$ cat src/rtl/pc_control.sv
// pc_control: program counter and condition-flag unit for the single-cycle core.
//
// It holds the PC register, the {Z,V,N} flag register and the RUN/HALTED state.
// It resolves B and BR branches against the registered flags. It also produces
// PC+2, which is the fetch fall-through value and the write data for PCS.
//
// Ports
//   clk      in   core clock; all state updates happen on the rising edge
//   rst      in   asynchronous, active-high reset
//   Instr    in   [15:12] opcode, [11:9] condition, [8:0] B immediate
//   RegData  in   rs read value, used as the BR target
//   AluZ/V/N in   ALU flags for the current instruction
//   Stall    in   hold every register this cycle
//   PC       out  registered fetch address
//   PCPlus2  out  PC + 2, mod 2^16
//   Taken    out  combinational branch-taken for B/BR
//   Flags    out  registered {Z,V,N}
//   Halted   out  1 while in the HALTED state
module pc_control (
    input  logic        clk,
    input  logic        rst,
    input  logic [15:0] Instr,
    input  logic [15:0] RegData,
    input  logic        AluZ,
    input  logic        AluV,
    input  logic        AluN,
    input  logic        Stall,
    output logic [15:0] PC,
    output logic [15:0] PCPlus2,
    output logic        Taken,
    output logic [2:0]  Flags,
    output logic        Halted
);

    localparam logic [3:0] OP_ADD = 4'h0;
    localparam logic [3:0] OP_SUB = 4'h1;
    localparam logic [3:0] OP_XOR = 4'h2;
    localparam logic [3:0] OP_SLL = 4'h4;
    localparam logic [3:0] OP_SRA = 4'h5;
    localparam logic [3:0] OP_ROR = 4'h6;
    localparam logic [3:0] OP_B   = 4'hC;
    localparam logic [3:0] OP_BR  = 4'hD;
    localparam logic [3:0] OP_HLT = 4'hF;

    typedef enum logic {RUN, HALTED} state_t;

    state_t      state, state_nx;
    logic [15:0] pc_q, pc_nx;
    logic [2:0]  flags_q, flags_nx;   // {Z,V,N}
    logic [3:0]  opcode;
    logic [2:0]  cond;
    logic        fz, fv, fn;
    logic        cond_true;
    logic [15:0] boff;

    assign opcode = Instr[15:12];
    assign cond   = Instr[11:9];
    assign {fz, fv, fn} = flags_q;

    // The 9-bit word offset is sign-extended and turned into a byte offset.
    assign boff = {{6{Instr[8]}}, Instr[8:0], 1'b0};

    assign PC      = pc_q;
    assign PCPlus2 = pc_q + 16'd2;
    assign Flags   = flags_q;
    assign Halted  = (state == HALTED);

    // Conditions read the registered flags. That is how a flag write from the
    // previous instruction reaches this branch without a bubble.
    always_comb begin
        cond_true = 1'b0;
        case (cond)
            3'b000: cond_true = !fz;
            3'b001: cond_true = fz;
            3'b010: cond_true = !fz && !fn;
            3'b011: cond_true = fn;
            3'b100: cond_true = fz || (!fz && !fn);
            3'b101: cond_true = fn || fz;
            3'b110: cond_true = fv;
            default: cond_true = 1'b1;
        endcase
    end

    assign Taken = (state == RUN) && ((opcode == OP_B) || (opcode == OP_BR)) && cond_true;

    always_ff @(posedge clk or posedge rst) begin
        if (rst) begin
            state   <= RUN;
            pc_q    <= 16'h0000;
            flags_q <= 3'b000;
        end else begin
            state   <= state_nx;
            pc_q    <= pc_nx;
            flags_q <= flags_nx;
        end
    end

    always_comb begin
        state_nx = state;
        pc_nx    = pc_q;
        flags_nx = flags_q;
        if (state == RUN && !Stall) begin
            // Next PC
            if (opcode == OP_B && Taken)
                pc_nx = PCPlus2 + boff;
            else if (opcode == OP_BR && Taken)
                pc_nx = RegData;
            else if (opcode == OP_HLT)
                pc_nx = pc_q;
            else
                pc_nx = PCPlus2;

            // Flag write mask by opcode
            case (opcode)
                OP_ADD, OP_SUB:                 flags_nx = {AluZ, AluV, AluN};
                OP_XOR, OP_SLL, OP_SRA, OP_ROR: flags_nx = {AluZ, flags_q[1:0]};
                default:                        flags_nx = flags_q;
            endcase

            if (opcode == OP_HLT)
                state_nx = HALTED;
        end
    end

endmodule

$ cat config.mk
export PLATFORM = sky130hd
export DESIGN_NAME = pc_control
export DESIGN_NICKNAME = d
export VERILOG_FILES = /design/src/rtl/pc_control.sv
export SDC_FILE = /design/constraint.sdc
export NUM_CORES = 1
export LEC_CHECK = 0
export ABC_AREA = 1
export CORE_MARGIN = 5
export CORE_UTILIZATION = 43
export DETAILED_ROUTE_END_ITERATION = 8
export PLACE_DENSITY_LB_ADDON = 0.1
export SLEW_MARGIN = 20
export SYNTH_ARGS = -nofsm -noshare
export SYNTH_HDL_FRONTEND = slang
export SYNTH_SLANG_ARGS = --single-unit
$ cat constraint.sdc
create_clock -name clk -period 2.35 [get_ports clk]
set_input_delay 0.47 -clock clk [delete_from_list [all_inputs] [get_ports clk]]
set_output_delay 0.47 -clock clk [all_outputs]
set_load 0.05 [all_outputs]
==> results.tsv, run 1 <==
metric	value	unit
Max-Cap Viols	0	
num ports	75	
synthesized area per cell	6.249	um2
commonest cells after routing, fill and taps aside	nand2_1, buf_4, clkdlybuf4s50_1	
R2R cell count	14	
Seq pwr share	26.8	%
clock-pin slew of the registers on the worst-case setup and hold paths	0.08	ns
total CTS buffers	3	
Crit-path slowest cell	dfrtp_2	
DIE HEIGHT	84.61	um
post-synthesis cell type count	34	
CP max stage delay	0.45	ns
via/cell ratio	5.220	
Initial Util	43.74	%
DRC viols	0	
Slew Viols, Final	0	
outcome	finished, violations left	
fin worst setup slack	-0.04412	ns
Total GRT Usage	24.16	%
Psw	555.8	uW
largest area contributor in the netlist	dfrtp_1	
total power	1417	uW
placer congestion estimate	0.8929	
most common cell after layout, fill and taps aside	nand2_1	
metal3 WL	525	um
Root Buffer	clkbuf_8	
CP Capture Type	register	
die area	7159	um2
dpl cell area	3879	um2
VDD IR-drop max	303.6	uV
switch share	39.22	%
Hold Path Class	reg -> reg	
synthesis-to-finish area growth	78.57	%
WL final	9168	um
failing checks	negative setup slack	
unrepaired setup endpoints after global routing	yes	
Vias	3064	
TritonRoute pass-1 iters	5	
Synth Register Bits	20	
WHS Path Cells	2	
register area share after synthesis	20.91	%
Post-Syn Area	2394	um2
largest net degree at the start of global routing	21	
port bufs	74	
worst hold slack	0.5126	ns
htree depth	1	
cts hold-fix bufs	0	
Longest Clk Path Bufs	2	
leakage	0.001980	uW
DRT antenna net count	0	
pwr/cell area	331.5	nW/um2
number of cell rows	27	
Syn. warnings	0	
Power Internal	861.2	uW
Fillers	392	
first-pass GRT wire length	14110	um
crit path DAT	2.60	ns
Synth area leaders	dfrtp_1, nand2_1, nor2_1, ha_1, inv_1	
initial antenna violation count	0	
Initial DRC Count	151	
area of the core	5473	um2
Routed WL per cell	15.62	um
critical path startpoint category	register	
Worst Path Max Fanout	5	
Layout Skew	0.003745	ns
CP Class	reg -> reg	
Overflow after GRT	0	
fin crit period	2.394	ns
Placement Setup Slack	-0.1815	ns
met1 WL	3755	um
syn nets	437	
Comb pwr share	53.8	%
clock latency on the worst-skew pair	0.27	ns
nets	570	
Die W	84.61	um
Tcrit/Tclk final	101.9	%
CTS tree	built	
Peak Freq	417.7	MHz
Final Cell Area	4274	um2
Clock Power Share	19.4	%
met2 WL	4646	um
fraction of layout instances using a drive strength above 1	35.34	%
dpl hpwl	6987	um
vias in the first global route	3137	
Worst EP required	2.56	ns
# diodes	0	
Mapped Cells	383	
CTS sink count	20	
Slew @ Worst Pin	0.5381	ns
Fin. Hold Viols	0	
uppermost layer routed	met4	
post-synth top area share	20.91	%
relative slew slack	64.02	%
crit path cell chain	nand2_1 -> nor2_4 -> nand2_4 -> o21ai_1 -> inv_2 -> ha_4 -> nand2_2 -> nor2_2 -> nand3_1 -> nand3_1 -> nand2_1 -> a21oi_2 -> nor2_2 -> nor2_1	
Final setup viols	1	
==> metrics by stage <==
stage / utilization, % / instances / TNS (ns)
after floorplan: - / 383 / -3.609
after global placement: 70.87 / 577 / -0.5687
after detailed placement: 70.87 / 577 / -1.097
after CTS: 73.98 / 581 / -0.003025
after global routing: 78.10 / 587 / -1.160
final: 78.10 / 587 / -0.04412
==> flip-flops by register name, indices dropped and copies added (netlist names) <==
signal,flops
Halted,1
Flags,3
PC,16
==> layout make-up <==
class / instances / area, um2 / share of cell area, %
clock buffers: 4 / 55.05 / 1.288
well taps: 72 / 90.09 / 2.108
multi-input cells: 307 / 2096 / 49.03
flip-flops and latches: 20 / 510.5 / 11.94
repair buffers: 135 / 1335 / 31.24
inverters: 49 / 187.7 / 4.391
==> power by group through the flow <==
stage	Clock (uW)	Sequential [uW]	Combinational, uW
4_1_cts	284	377	692
2_1_floorplan	0	440	303
3_3_place_gp	0	382	652
3_5_place_dp	0	382	660
5_1_grt	296	381	810
6_report	275	379	762
==> cells by family after synthesis <==
kind of cell	after synthesis	synth area share, %
adders and majority gates	16	8.678
and+or+nand+nor	228	42.86
buffers and inverters	56	10.14
DFF	20	20.91
xor gates and xnor gates	14	5.437
AOI/OAI and AO/OA	49	11.97
==> path summary, 6_finish.rpt <==
path | to | slack [ns] | from
min | PC[0]$_DFFE_PP0P_ | 0.51 | PC[0]$_DFFE_PP0P_
max in group asynchronous | PC[2]$_DFFE_PP0P_ | 1.58 | rst
max | PC[11]$_DFFE_PP0P_ | -0.04 | PC[7]$_DFFE_PP0P_
min reg2reg | PC[0]$_DFFE_PP0P_ | 0.51 | PC[0]$_DFFE_PP0P_
min in group asynchronous | PC[8]$_DFFE_PP0P_ | 0.53 | rst
max reg2reg | PC[11]$_DFFE_PP0P_ | -0.04 | PC[7]$_DFFE_PP0P_
==> Yosys cell counts (all sizes together) <==
cell,instances
nand2,116
nand3,37
a31oi,2
dfrtp,20
inv,49
nor2,64
a21oi,33
ha,15
o21ai,7
xnor2,2
a21o,2
nand4,4
o22ai,1
or2,1
a22oi,4
buf,7
nand3b,4
nor3,2
fa,1
xor2,12
==> worst max-delay path, delay by kind of cell (launching register included) <==
| kind | cells | cell delay (ns) |
|---|---|---|
| AOI/OAI and AO/OA | 2 | 0.32 |
| adders and majority gates | 1 | 0.31 |
| buffers and inverters | 1 | 0.09 |
| DFF | 1 | 0.45 |
| and+or+nand+nor | 10 | 1.16 |
==> metal layers <==
layer,up-vias,GRT usage (%)
met1,1422,29.37
met5,-,0
met4,0,6.043
met3,28,3.337
met2,123,44.48
li1,1491,-
==> timing repair <==
action	CTS	global route
endpoints found under the setup margin	10	12
pin swaps	6	16
buffers inserted	0	6
gates resized for setup	23	42
Power figures use the tool's default switching activity.
==> run 2, diff against run 1 <==
Settings changed: CTS_CLUSTER_DIAMETER set to 200.
==> results of run 2 <==
Final layout, timing and power as in run 1 (identical DEF).
